### config.mk
export PLATFORM = sky130hd
export DESIGN_NAME = quad_steer_decoder
export DESIGN_NICKNAME = d
export VERILOG_FILES = /design/src/rtl/quad_steer_decoder.sv
export SDC_FILE = /design/constraint.sdc
export NUM_CORES = 1
export LEC_CHECK = 0
export ABC_AREA = 1
export BUFFER_PORTS_ARGS = -buffer_cell sky130_fd_sc_hd__buf_2
export CORE_UTILIZATION = 29
export CTS_CLUSTER_DIAMETER = 120
export DETAILED_ROUTE_END_ITERATION = 16
export PLACE_DENSITY_LB_ADDON = 0.3
export RECOVER_POWER = 50
export SLEW_MARGIN = 40
export SYNTH_ARGS = -nofsm -noshare
export SYNTH_HDL_FRONTEND = slang
export SYNTH_SLANG_ARGS = --single-unit
### constraint.sdc
create_clock -name CLK -period 2.4 [get_ports CLK]
set_clock_uncertainty 0.2 [all_clocks]
set_input_delay 0.48 -clock CLK [delete_from_list [all_inputs] [get_ports CLK]]
set_output_delay 0.48 -clock CLK [all_outputs]
set_load 0.02 [all_outputs]
### src/rtl/quad_steer_decoder.sv
// Quadrature steering decoder: synchronises and glitch-filters a two-phase pair,
// then recovers a wrapping signed position, step pulses, direction and a motion flag.
module quad_steer_decoder #(
  parameter int unsigned FILTER_LEN  = 16,
  parameter int unsigned POS_W       = 8,
  parameter int unsigned IDLE_CYCLES = 65535
) (
  input  logic             CLK,
  input  logic             reset,
  input  logic             quad_a,
  input  logic             quad_b,
  input  logic             err_clr,
  output logic [POS_W-1:0] position,
  output logic             step_cw,
  output logic             step_ccw,
  output logic             dir,
  output logic             moving,
  output logic             err_pulse,
  output logic             err_sticky
);

  localparam int unsigned CNT_W = 8;
  localparam int unsigned TMR_W = $clog2(IDLE_CYCLES + 1);
  localparam logic [CNT_W-1:0] CNT_LAST = CNT_W'(FILTER_LEN - 1);
  localparam logic [TMR_W-1:0] TMR_LOAD = TMR_W'(IDLE_CYCLES);

  typedef enum logic {
    S_INIT,
    S_RUN
  } state_t;

  state_t state_q, state_d;

  // Channel bit 1 is phase A, bit 0 is phase B throughout.
  logic [1:0]            sync1_q;
  logic [1:0]            sync_q;
  logic [1:0]            filt_q;
  logic [1:0][CNT_W-1:0] fcnt_q;

  logic [CNT_W-1:0] init_cnt_q, init_cnt_d;
  logic [1:0]       prev_q, prev_d;
  logic [TMR_W-1:0] timer_q, timer_d;

  logic [POS_W-1:0] position_d;
  logic             step_cw_d;
  logic             step_ccw_d;
  logic             dir_d;
  logic             moving_d;
  logic             err_pulse_d;
  logic             err_sticky_d;

  // Next code in the clockwise sequence 00 -> 10 -> 11 -> 01 -> 00.
  function automatic logic [1:0] cw_next(input logic [1:0] code);
    logic [1:0] nxt;
    case (code)
      2'b00:   nxt = 2'b10;
      2'b10:   nxt = 2'b11;
      2'b11:   nxt = 2'b01;
      default: nxt = 2'b00;
    endcase
    return nxt;
  endfunction

  // Two-flop synchroniser followed by an independent hold-time filter per channel.
  always_ff @(posedge CLK) begin
    if (reset) begin
      sync1_q <= '0;
      sync_q  <= '0;
      filt_q  <= '0;
      fcnt_q  <= '0;
    end else begin
      sync1_q <= {quad_a, quad_b};
      sync_q  <= sync1_q;
      for (int i = 0; i < 2; i++) begin
        if (sync_q[i] == filt_q[i]) begin
          fcnt_q[i] <= '0;
        end else if (fcnt_q[i] == CNT_LAST) begin
          filt_q[i] <= sync_q[i];
          fcnt_q[i] <= '0;
        end else begin
          fcnt_q[i] <= fcnt_q[i] + CNT_W'(1);
        end
      end
    end
  end

  // Next-state and next-output logic for the decoder, idle timer and error flag.
  always_comb begin
    state_d      = state_q;
    init_cnt_d   = init_cnt_q;
    prev_d       = prev_q;
    timer_d      = timer_q;
    position_d   = position;
    step_cw_d    = 1'b0;
    step_ccw_d   = 1'b0;
    dir_d        = dir;
    moving_d     = moving;
    err_pulse_d  = 1'b0;
    err_sticky_d = err_clr ? 1'b0 : err_sticky;

    if (timer_q != '0) begin
      timer_d = timer_q - TMR_W'(1);
      if (timer_q == TMR_W'(1)) begin
        moving_d = 1'b0;
      end
    end

    case (state_q)
      S_INIT: begin
        // Wait until both filters have settled so a non-zero start level is not a step.
        if (sync_q == filt_q) begin
          if (init_cnt_q == CNT_LAST) begin
            state_d    = S_RUN;
            prev_d     = filt_q;
            init_cnt_d = '0;
          end else begin
            init_cnt_d = init_cnt_q + CNT_W'(1);
          end
        end else begin
          init_cnt_d = '0;
        end
      end
      S_RUN: begin
        prev_d = filt_q;
        if (filt_q != prev_q) begin
          if (filt_q == cw_next(prev_q)) begin
            position_d = position + POS_W'(1);
            step_cw_d  = 1'b1;
            dir_d      = 1'b1;
            timer_d    = TMR_LOAD;
            moving_d   = 1'b1;
          end else if (prev_q == cw_next(filt_q)) begin
            position_d = position - POS_W'(1);
            step_ccw_d = 1'b1;
            dir_d      = 1'b0;
            timer_d    = TMR_LOAD;
            moving_d   = 1'b1;
          end else begin
            err_pulse_d  = 1'b1;
            err_sticky_d = 1'b1;
          end
        end
      end
      default: begin
        state_d = S_INIT;
      end
    endcase
  end

  // State and registered outputs.
  always_ff @(posedge CLK) begin
    if (reset) begin
      state_q    <= S_INIT;
      init_cnt_q <= '0;
      prev_q     <= '0;
      timer_q    <= '0;
      position   <= '0;
      step_cw    <= 1'b0;
      step_ccw   <= 1'b0;
      dir        <= 1'b0;
      moving     <= 1'b0;
      err_pulse  <= 1'b0;
      err_sticky <= 1'b0;
    end else begin
      state_q    <= state_d;
      init_cnt_q <= init_cnt_d;
      prev_q     <= prev_d;
      timer_q    <= timer_d;
      position   <= position_d;
      step_cw    <= step_cw_d;
      step_ccw   <= step_ccw_d;
      dir        <= dir_d;
      moving     <= moving_d;
      err_pulse  <= err_pulse_d;
      err_sticky <= err_sticky_d;
    end
  end

endmodule
==> run_results.csv, run 1 <==
group,metric,value,unit
yosys,synth_top_family_by_area,"simple AND/OR/NAND/NOR gates",
final_layout,design_area,0.00359,mm2
outcome,outcome,"finished clean",
yosys,synth.net_count,449,
setup_path,cp-end-kind,"flip-flop",
clock_tree,cts_buffers,9,
yosys,netlist-cell-type-count,35,
clock_tree,postCtsSetupBuffers,0,
routing,drtIter0Drc,203,
final_layout,area_growth,11.0,%
timing,fin_crit_sh,92.2,%
hold_path,hold_class,"input port to flip-flop",
routing,wire_per_inst,10.8,um
grt,antenna_found_initial,0,
grt,grt_usage,12.4,%
clock_tree,postCtsHoldBufs,0,
timing,max_freq,452,MHz
yosys,synthXorXnorAreaFrac,4.33,%
setup_path,cp_max_fo,8,
placement,placed_area,0.00344,mm2
setup_path,critPathKind,"flip-flop to flip-flop",
timing,setup_viol,0,
placement,numPortBuffers,18,
yosys,muxShareOfSynthArea,0,%
final_layout,n_fill_cell,1185,
floorplanning,die_area,0.0116,mm2
setup_path,cp.required,2.43,ns
setup_path,crit_chain,"xnor2_1 > nand2_2 > ha_1 > or2_2 > nand2_1 > nor2_1 > nor2_1 > xor2_1 > a21oi_1",
clock_tree,path_clk_slew,0.07,ns
routing,first_pass_iters,4,
final_layout,final_layout_size_suffix_gt1_share,12.0,%
run,maxCapViolCount,0,
clock_tree,postCtsResizedCells,0,
power_and_ir_drop,peakVddDrop,292,uV
yosys,syn_area,0.00323,mm2
timing,hold_violations,0,
routing,wirelength,6.50,mm
placement,place.gp.congestion,0.808,
grt,grt_pass1_vias,2655,
grt,grt_pass1_wl,11.5,mm
final_layout,regArea,0.00126,mm2
floorplanning,core_area,0.0108,mm2
timing,worst_pin_slew,1.14,ns
routing,routed_via_density,4.54,
yosys,async_flop_share,0,%
final_layout,final_common_cell,"nand2_1",
final_layout,final_cell_mix,"68 x nand2_1, 67 x nor2_1, 63 x dfxtp_1",
setup_path,crit_top_cell,"nor2_1",
setup_path,crit_path_top_delay_cell,"dfxtp_1",
setup_path,cpPeakStageDelay,0.41,ns
timing,tns,0,ns
clock_tree,htree_levels,3,
floorplanning,die_w,108,um
routing,drc,0,
clock_tree,cts_tree,"done",
floorplanning,die_y,108,um
setup_path,cp-start-kind,"flip-flop",
timing,rsz0062_at_grt,"false",
setup_path,arrival,2.24,ns
yosys,ys.flop_type,"dfxtp_1",
clock_tree,clock_latency,0.34,ns
routing,via_count,2718,
clock_tree,cts_sinks,63,
clock_tree,ctsRootBufferMaster,"clkbuf_8",
clock_tree,clockBufferDepth,2,
final_layout,multiInputGateArea,0.00167,mm2
yosys,synth-compound-area-share,13.7,%
grt,globalRouteOverflowTotal,0,
yosys,synth_seq_cells,63,
floorplanning,ios,19,
power_and_ir_drop,power_density,886,mW/mm2
yosys,synth_area_per_cell,7.50,um2
timing,period_needed,2.21,ns
yosys,ys_seq_area_share,39.0,%
placement,hpwlAfterDp,4.71,mm
yosys,synthAdderAreaFrac,5.26,%
final_layout,antenna_cells,0,
floorplanning,start_util,29.8,%
yosys,synth_edf_count,0,
grt,grt_start_max_net_pins,25,
final_layout,fin_nets,473,
yosys,synthSimpleGateAreaFrac,28.4,%
yosys,synth_cells,431,
routing,ant_nets,0,
floorplanning,rows,38,
yosys,ys_warn_count,0,
timing,relSlewSlack,24.0,%
timing,maxSlewViolCount,0,
power_and_ir_drop,p_leak,1.50,nW
-- power breakdown --
part	internal (W)	switching (W)	leakage (nW)
combinational	0.000358	0.000673	0.901
clock	0.000471	0.000404	0.0892
sequential	0.00116	0.000113	0.512
-- cell usage after synthesis (2+ instances only) --
cell / count / area [um2]
a21oi_1: 30 / 150
o21ai_1: 3 / 15.0
nor2_2: 7 / 43.8
nand2_2: 3 / 18.8
nor3_1: 6 / 30.0
a31oi_1: 3 / 18.8
xor2_1: 12 / 105
inv_1: 50 / 188
o21bai_1: 2 / 15.0
nor3b_1: 3 / 22.5
clkbuf_1: 3 / 11.3
nand3b_1: 2 / 15.0
o21ai_2: 8 / 70.1
or2_2: 5 / 31.3
nand2_4: 2 / 22.5
nor2_1: 66 / 248
nand3_1: 29 / 145
dfxtp_1: 63 / 1260
nand2_1: 68 / 255
ha_1: 12 / 150
xnor2_1: 4 / 35.0
o21ai_0: 14 / 70.1
nand4_1: 12 / 75.1
buf_6: 6 / 67.6
a21oi_2: 8 / 70.1
-- kinds of logic after synthesis --
family,after synthesis
XOR/XNOR,16
buffers and inverters,62
AO/OA/AOI/OAI,72
adder cells (fa/ha/maj),13
flip-flops,63
AND/OR/NAND/NOR,205
-- path summary, 6_finish.rpt --
kind                            slack (ns)          end        from  depth (start not counted)
worst max-delay path                  0.19  position[5]   prev_q[1]                          9
worst min-delay path                  0.14   err_sticky     err_clr                          2
worst max register to register        0.19  position[5]   prev_q[1]                          9
worst min register to register        0.22    sync_q[0]  sync1_q[0]                          2
-- metrics by stage --
| stage | cells | setup WS [ns] | utilization (%) | hold WS, ns | total power (W) |
|---|---|---|---|---|---|
| final | 599 | 0.188 | 33.1 | 0.143 | 0.00318 |
| after global routing | 599 | 0.00764 | 33.1 | 0.138 | 0.00343 |
| after CTS | 599 | 0.178 | 33.4 | 0.125 | 0.00321 |
| after detailed placement | 584 | 0.191 | 31.7 | 0.216 | 0.00232 |
| after global placement | 584 | 0.243 | 31.7 | 0.214 | 0.00230 |
| after floorplan | 431 | 0.232 | - | 0.188 | 0.00213 |
-- worst max-delay path: cells and delay by family (launching register included) --
| kind | cells | cell delay (ns) |
|---|---|---|
| fa+ha+maj | 1 | 0.36 |
| compound gates | 1 | 0.08 |
| simple gates | 5 | 0.73 |
| flops | 1 | 0.41 |
| xor+xnor | 2 | 0.33 |
-- registers in the layout, indices dropped and copies added, names as in the netlist --
name        count
dir             1
err_pulse       1
err_sticky      1
fcnt_q         16
filt_q          2
init_cnt_q      8
moving          1
position        8
prev_q          2
state_q         1
step_ccw        1
step_cw         1
sync1_q         2
sync_q          2
timer_q        16
-- cell type report --
class                           count  share of cell area [%]
Timing Repair Buffer               24                    3.07
Clock buffer                       11                    3.66
Multi-Input combinational cell    306                    46.5
Inverter                           51                    5.40
Tap cell                          140                    4.88
Sequential cell                    63                    35.1
Clock inverter                      4                    1.32
-- per-layer routing --
metal	wire length [um]	GRT usage [%]	part of all wire (%)
met5	0	0	0
met4	93	5.38	1.4
met3	236	3.45	3.6
met2	2900	20.2	45
met1	3260	15.3	50
No activity file was read; power rests on OpenSTA's default activity.
==> run 2: changes to the inputs <==
- ABC_AREA: 1 -> 0
==> run_results.csv, run 2 <==
group,metric,value,unit
yosys,yosysTopAreaCell,"dfxtp_1",
yosys,synth.area.top_cells,"dfxtp_1 42%, xor2_1 5.5%, xnor2_1 5.2%",
setup_path,arrival,2.36,ns
clock_tree,clockBufferDepth,2,
yosys,synth_top_cells_by_count,"63 x dfxtp_1, 40 x nor2_1, 25 x a21oi_1",
routing,drtIter0Drc,50,
final_layout,finalNonFillerCells,497,
setup_path,cp-end-kind,"flip-flop",
yosys,synth_seq_cells,63,
clock_tree,ctsRootBufferMaster,"clkbuf_8",
final_layout,n_fill_cell,1016,
placement,numPortBuffers,18,
placement,place.gp.congestion,0.743,
placement,placed_cells,478,
grt,globalRouteOverflowTotal,0,
final_layout,final_common_cell,"dfxtp_1",
timing,relSlewSlack,57.7,%
timing,worst_pin_slew,0.632,ns
setup_path,cp.required,2.43,ns
routing,wire_per_inst,11.6,um
final_layout,area_growth,20.9,%
floorplanning,die_area,0.0108,mm2
placement,hpwlAfterDp,4.12,mm
grt,antenna_found_initial,0,
floorplanning,rows,36,
grt,grt_pass1_vias,2179,
grt,top_usage_layer,"met2",
routing,first_pass_iters,4,
final_layout,design_area,0.00365,mm2
routing,routed_via_density,4.70,
timing,setup_viol,0,
floorplanning,core_area,0.00995,mm2
yosys,async_flop_share,0,%
power_and_ir_drop,power_density,940,mW/mm2
grt,grt_usage,11.3,%
timing,rsz0062_at_grt,"true",
timing,maxSlewViolCount,0,
yosys,ys_warn_count,0,
power_and_ir_drop,p_leak,1.41,nW
routing,via_count,2338,
grt,use_met3,4.14,%
setup_path,critPathKind,"flip-flop to flip-flop",
floorplanning,ios,19,
yosys,synth_top_area_share,41.7,%
grt,grt_pass1_wl,9.98,mm
timing,max_freq,429,MHz
timing,hold_violations,0,
clock_tree,cts_sinks,63,
placement,placed_area,0.00338,mm2
power_and_ir_drop,peakVddDrop,386,uV
grt,grt_start_max_net_pins,29,
yosys,netlist-cell-type-count,49,
final_layout,largestRegisters,"fcnt_q (16), timer_q (16)",
setup_path,cp-start-kind,"flip-flop",
yosys,synth.net_count,344,
clock_tree,htree_levels,3,
yosys,synth_edf_count,0,
yosys,ys_seq_area_share,41.7,%
setup_path,cp_max_fo,8,
floorplanning,die_w,104,um
outcome,outcome,"finished clean",
final_layout,antenna_cells,0,
yosys,ys.flop_type,"dfxtp_1",
yosys,yosysMostFrequentCell,"dfxtp_1",
routing,wirelength,5.78,mm
routing,drc,0,
yosys,synth_cells,326,
final_layout,final_cell_mix,"61 x dfxtp_1, 40 x nor2_1, 25 x a21oi_1",
setup_path,crit_chain,"xor2_2 > nand2_4 > ha_1 > o21ai_1 > nand2b_1 > a31oi_2 > mux2i_1 > mux2_1",
setup_path,crit_path_top_delay_cell,"dfxtp_2",
timing,fin_crit_sh,97.2,%
setup_path,cpPeakStageDelay,0.38,ns
final_layout,final_layout_size_suffix_gt1_share,19.0,%
grt,gr-usage-met2,16.7,%
final_layout,fin_nets,377,
clock_tree,path_clk_slew,0.08,ns
floorplanning,die_y,104,um
yosys,syn_area,0.00302,mm2
clock_tree,clock_latency,0.34,ns
yosys,synth_area_per_cell,9.27,um2
floorplanning,start_util,30.4,%
routing,ant_nets,0,
clock_tree,cts_buffers,9,
timing,period_needed,2.33,ns
run,maxCapViolCount,0,
hold_path,hold_class,"input port to flip-flop",
grt,gr-usage-met1,14.9,%
clock_tree,cts_tree,"done",
[run 2: cell types whose count changed after synthesis, sizes merged, moves of 8 or more]
cell    change
clkbuf      +8
nand3      -11
nand2      -62
a21oi      -13
nor2       -31
o21ai      -17
nand4      -11
mux2i      +10
inv        -44
xnor2      +14
[run 2: path summary, 6_finish.rpt]
kind | start | to | slack (ns) | cells after the start
min reg2reg | fcnt_q[0] | fcnt_q[0] | 0.24 | 1
max | filt_q[1] | position[7] | 0.07 | 8
max reg2reg | filt_q[1] | position[7] | 0.07 | 8
min | quad_a | sync1_q[1] | 0.15 | 2
[run 2: power by group]
group,leakage [nW],total (W),switching [W],internal (W)
combinational,0.790,0.00110,0.000620,0.000483
clock,0.112,0.00105,0.000451,0.000599
sequential,0.512,0.00128,0.000117,0.00116
[run 2: cell type report]
cell class	count	area (um2)	share of cell area, %
clock inverter	7	105	2.88
tap	133	166	4.56
multi-input combinational	240	1740	47.7
clock buffer	9	124	3.39
timing repair buffer	38	224	6.13
inverter	7	26.3	0.719
sequential	63	1260	34.6
[run 2: stage by stage]
stage               setup TNS [ns]  utilization, %  total power (W)  hold slack [ns]  setup WS [ns]
detailed placement         -0.0224            34.0          0.00241            0.231        -0.0224
CTS                              0            36.7          0.00348            0.135        0.00691
floorplan                        0               -          0.00228            0.213         0.0165
global placement                 0            33.9          0.00239            0.226         0.0294
finish                           0            36.7          0.00343            0.152         0.0682
global route               -0.0354            36.7          0.00367            0.133        -0.0354
[run 2: repair_timing]
item	in CTS	in global routing
setup endpoints to repair	2	2
pin swaps	2	4
hold buffers	0	0
setup buffers	3	0
gates resized for setup	3	7
[run 2: worst max-delay path, delay by kind of cell, from the launching register on]
| kind | cells | cell delay (ns) |
|---|---|---|
| muxes | 2 | 0.55 |
| and+or+nand+nor | 2 | 0.23 |
| adders and majority gates | 1 | 0.33 |
| AOI/OAI and AO/OA | 2 | 0.34 |
| xor gates and xnor gates | 1 | 0.20 |
| DFF | 1 | 0.38 |
[run 2: metal layers]
metal  wire length [um]  vias up
met5                  0        -
met4                 74        0
met3                200        7
met2               2560       26
met1               2940     1082
li1                   -     1223
[run 2: logic make-up (layout without fill, tap and decap cells)]
family                     count (synthesis)  in the layout  share of synthesized area (%)
AOI/OAI and AO/OA                         59             59                           13.2
xor gates and xnor gates                  37             37                           10.7
muxes                                     12             12                           4.06
DFF                                       63             63                           41.7
and+or+nand+nor                          119            119                           21.2
adders and majority gates                 13             13                           5.63
buffers and inverters                     23             61                           3.48
==> run 3: changes to the inputs <==
- CELL_PAD_IN_SITES_DETAIL_PLACEMENT: unset -> 1
- CELL_PAD_IN_SITES_GLOBAL_PLACEMENT: unset -> 1
- CTS_BUF_LIST: unset -> sky130_fd_sc_hd__clkbuf_2 sky130_fd_sc_hd__clkbuf_4 sky130_fd_sc_hd__clkbuf_8
==> run_results.csv, run 3 (synthesized netlist as in run 2, its figures left out) <==
group,metric,value,unit
outcome,outcome,"finished clean",
routing,wirelength,6.60,mm
grt,gr-usage-met1,14.9,%
routing,wire_per_inst,13.4,um
floorplanning,start_util,30.4,%
final_layout,final_common_cell,"dfxtp_1",
floorplanning,die_w,104,um
setup_path,crit_path_top_delay_cell,"fa_1",
timing,worst_pin_slew,0.833,ns
timing,tns,0,ns
floorplanning,rows,36,
power_and_ir_drop,peakVddDrop,393,uV
grt,grt_pass1_wl,11.4,mm
final_layout,fin_nets,374,
timing,relSlewSlack,44.4,%
final_layout,finalNonFillerCells,494,
timing,setup_viol,0,
placement,hpwlAfterDp,4.60,mm
timing,period_needed,2.33,ns
floorplanning,die_area,0.0108,mm2
hold_path,hold_depth,2,
setup_path,arrival,2.36,ns
grt,top_usage_layer,"met2",
final_layout,final_cell_mix,"59 x dfxtp_1, 40 x nor2_1, 25 x a21oi_1",
clock_tree,cts_sinks,63,
timing,maxSlewViolCount,0,
clock_tree,clockBufferDepth,2,
hold_path,hold_class,"input port to flip-flop",
floorplanning,core_area,0.00995,mm2
floorplanning,ios,19,
placement,place.gp.congestion,0.784,
routing,drtIter0Drc,41,
setup_path,cp-start-kind,"flip-flop",
hold_path,min_to,"sync1_q[1]",
timing,rsz0062_at_grt,"true",
clock_tree,path_clk_slew,0.07,ns
grt,grt_pass1_vias,2453,
setup_path,crit_start,"filt_q[1]",
setup_path,cp.required,2.43,ns
clock_tree,cts_buffers,9,
routing,ant_nets,0,
clock_tree,postCtsHoldBufs,0,
setup_path,r2r-end,"position[6]",
grt,grt_start_max_net_pins,28,
power_and_ir_drop,p_leak,1.38,nW
clock_tree,clock_latency,0.34,ns
clock_tree,htree_levels,3,
setup_path,cpPeakStageDelay,0.43,ns
setup_path,crit_buf_inv,0,
grt,gr-usage-met2,22.3,%
placement,numPortBuffers,18,
timing,hold_violations,0,
setup_path,reg2reg_depth,8,
timing,fin_crit_sh,97.2,%
hold_path,holdCritStartpoint,"quad_a",
grt,antenna_found_initial,0,
grt,grt_usage,13.1,%
final_layout,antenna_cells,0,
setup_path,crit_family,"compound AO/OA/AOI/OAI gates",
setup_path,regToRegSetupSlack,0.07,ns
routing,drc,0,
floorplanning,die_y,104,um
setup_path,cp_max_fo,7,
clock_tree,cts_tree,"done",
grt,use_met3,3.88,%
timing,max_freq,429,MHz
clock_tree,ctsRootBufferMaster,"clkbuf_8",
setup_path,critPathKind,"flip-flop to flip-flop",
setup_path,reg2reg_from,"filt_q[1]",
placement,placed_cells,477,
setup_path,cp-end-kind,"flip-flop",
routing,first_pass_iters,4,
setup_path,crit_chain,"xor2_2 > nand2_4 > fa_1 > a211oi_2 > o21bai_1 > a21oi_1 > nor4_1 > a311o_1",
run,maxCapViolCount,0,
final_layout,final_layout_size_suffix_gt1_share,18.6,%
final_layout,area_growth,19.1,%
final_layout,largestRegisters,"fcnt_q (16), timer_q (16)",
routing,via_count,2385,
power_and_ir_drop,power_density,923,mW/mm2
grt,globalRouteOverflowTotal,0,
routing,routed_via_density,4.83,
run 3: cell type report:
type	instances	area [um2]
Timing Repair Buffer	35	200
Clock inverter	6	60.1
Tap cell	133	166
Sequential cell	63	1270
Inverter	7	26.3
Fill cell	1182	6350
Clock buffer	10	138
Multi-Input combinational cell	240	1740
run 3: what timing repair did:
| action | CTS | global route |
|---|---|---|
| pin swaps | 3 | 4 |
| buffers inserted | 1 | 0 |
| setup endpoints to repair | 2 | 2 |
| resized for setup | 6 | 7 |
run 3: metal layers:
metal	vias up	wire, um
li1	1207	-
met5	-	0
met4	0	93
met1	1147	3040
met2	21	3290
met3	10	171
run 3: power breakdown:
group / internal, W / switching, W / total, W
logic: 0.000472 / 0.000648 / 0.00112
clock network: 0.000502 / 0.000423 / 0.000925
registers: 0.00116 / 0.000115 / 0.00128
total: 0.00214 / 0.00119 / 0.00332
run 3: how the worst max path moves through the flow:
| stage | to | slack (ns) | depth (start not counted) |
|---|---|---|---|
| final | position[6] | 0.07 | 8 |
| after global routing | position[7] | -0.04 | 8 |
| after CTS | position[7] | -0.02 | 8 |
| after detailed placement | position[7] | -0.06 | 8 |
| after global placement | position[6] | 0.04 | 8 |
| after floorplan | position[7] | 0.02 | 9 |
run 3: stage by stage:
stage	util (%)	power, W	setup WS, ns	hold WS [ns]	area [um2]
2_1_floorplan	-	0.00228	0.0165	0.213	3080
5_1_grt	36.2	0.00357	-0.0369	0.139	3600
3_3_place_gp	33.9	0.00240	0.0418	0.226	3370
4_1_cts	36.1	0.00339	-0.0182	0.127	3590
6_report	36.2	0.00332	0.0679	0.149	3600
3_5_place_dp	33.9	0.00244	-0.0628	0.229	3370
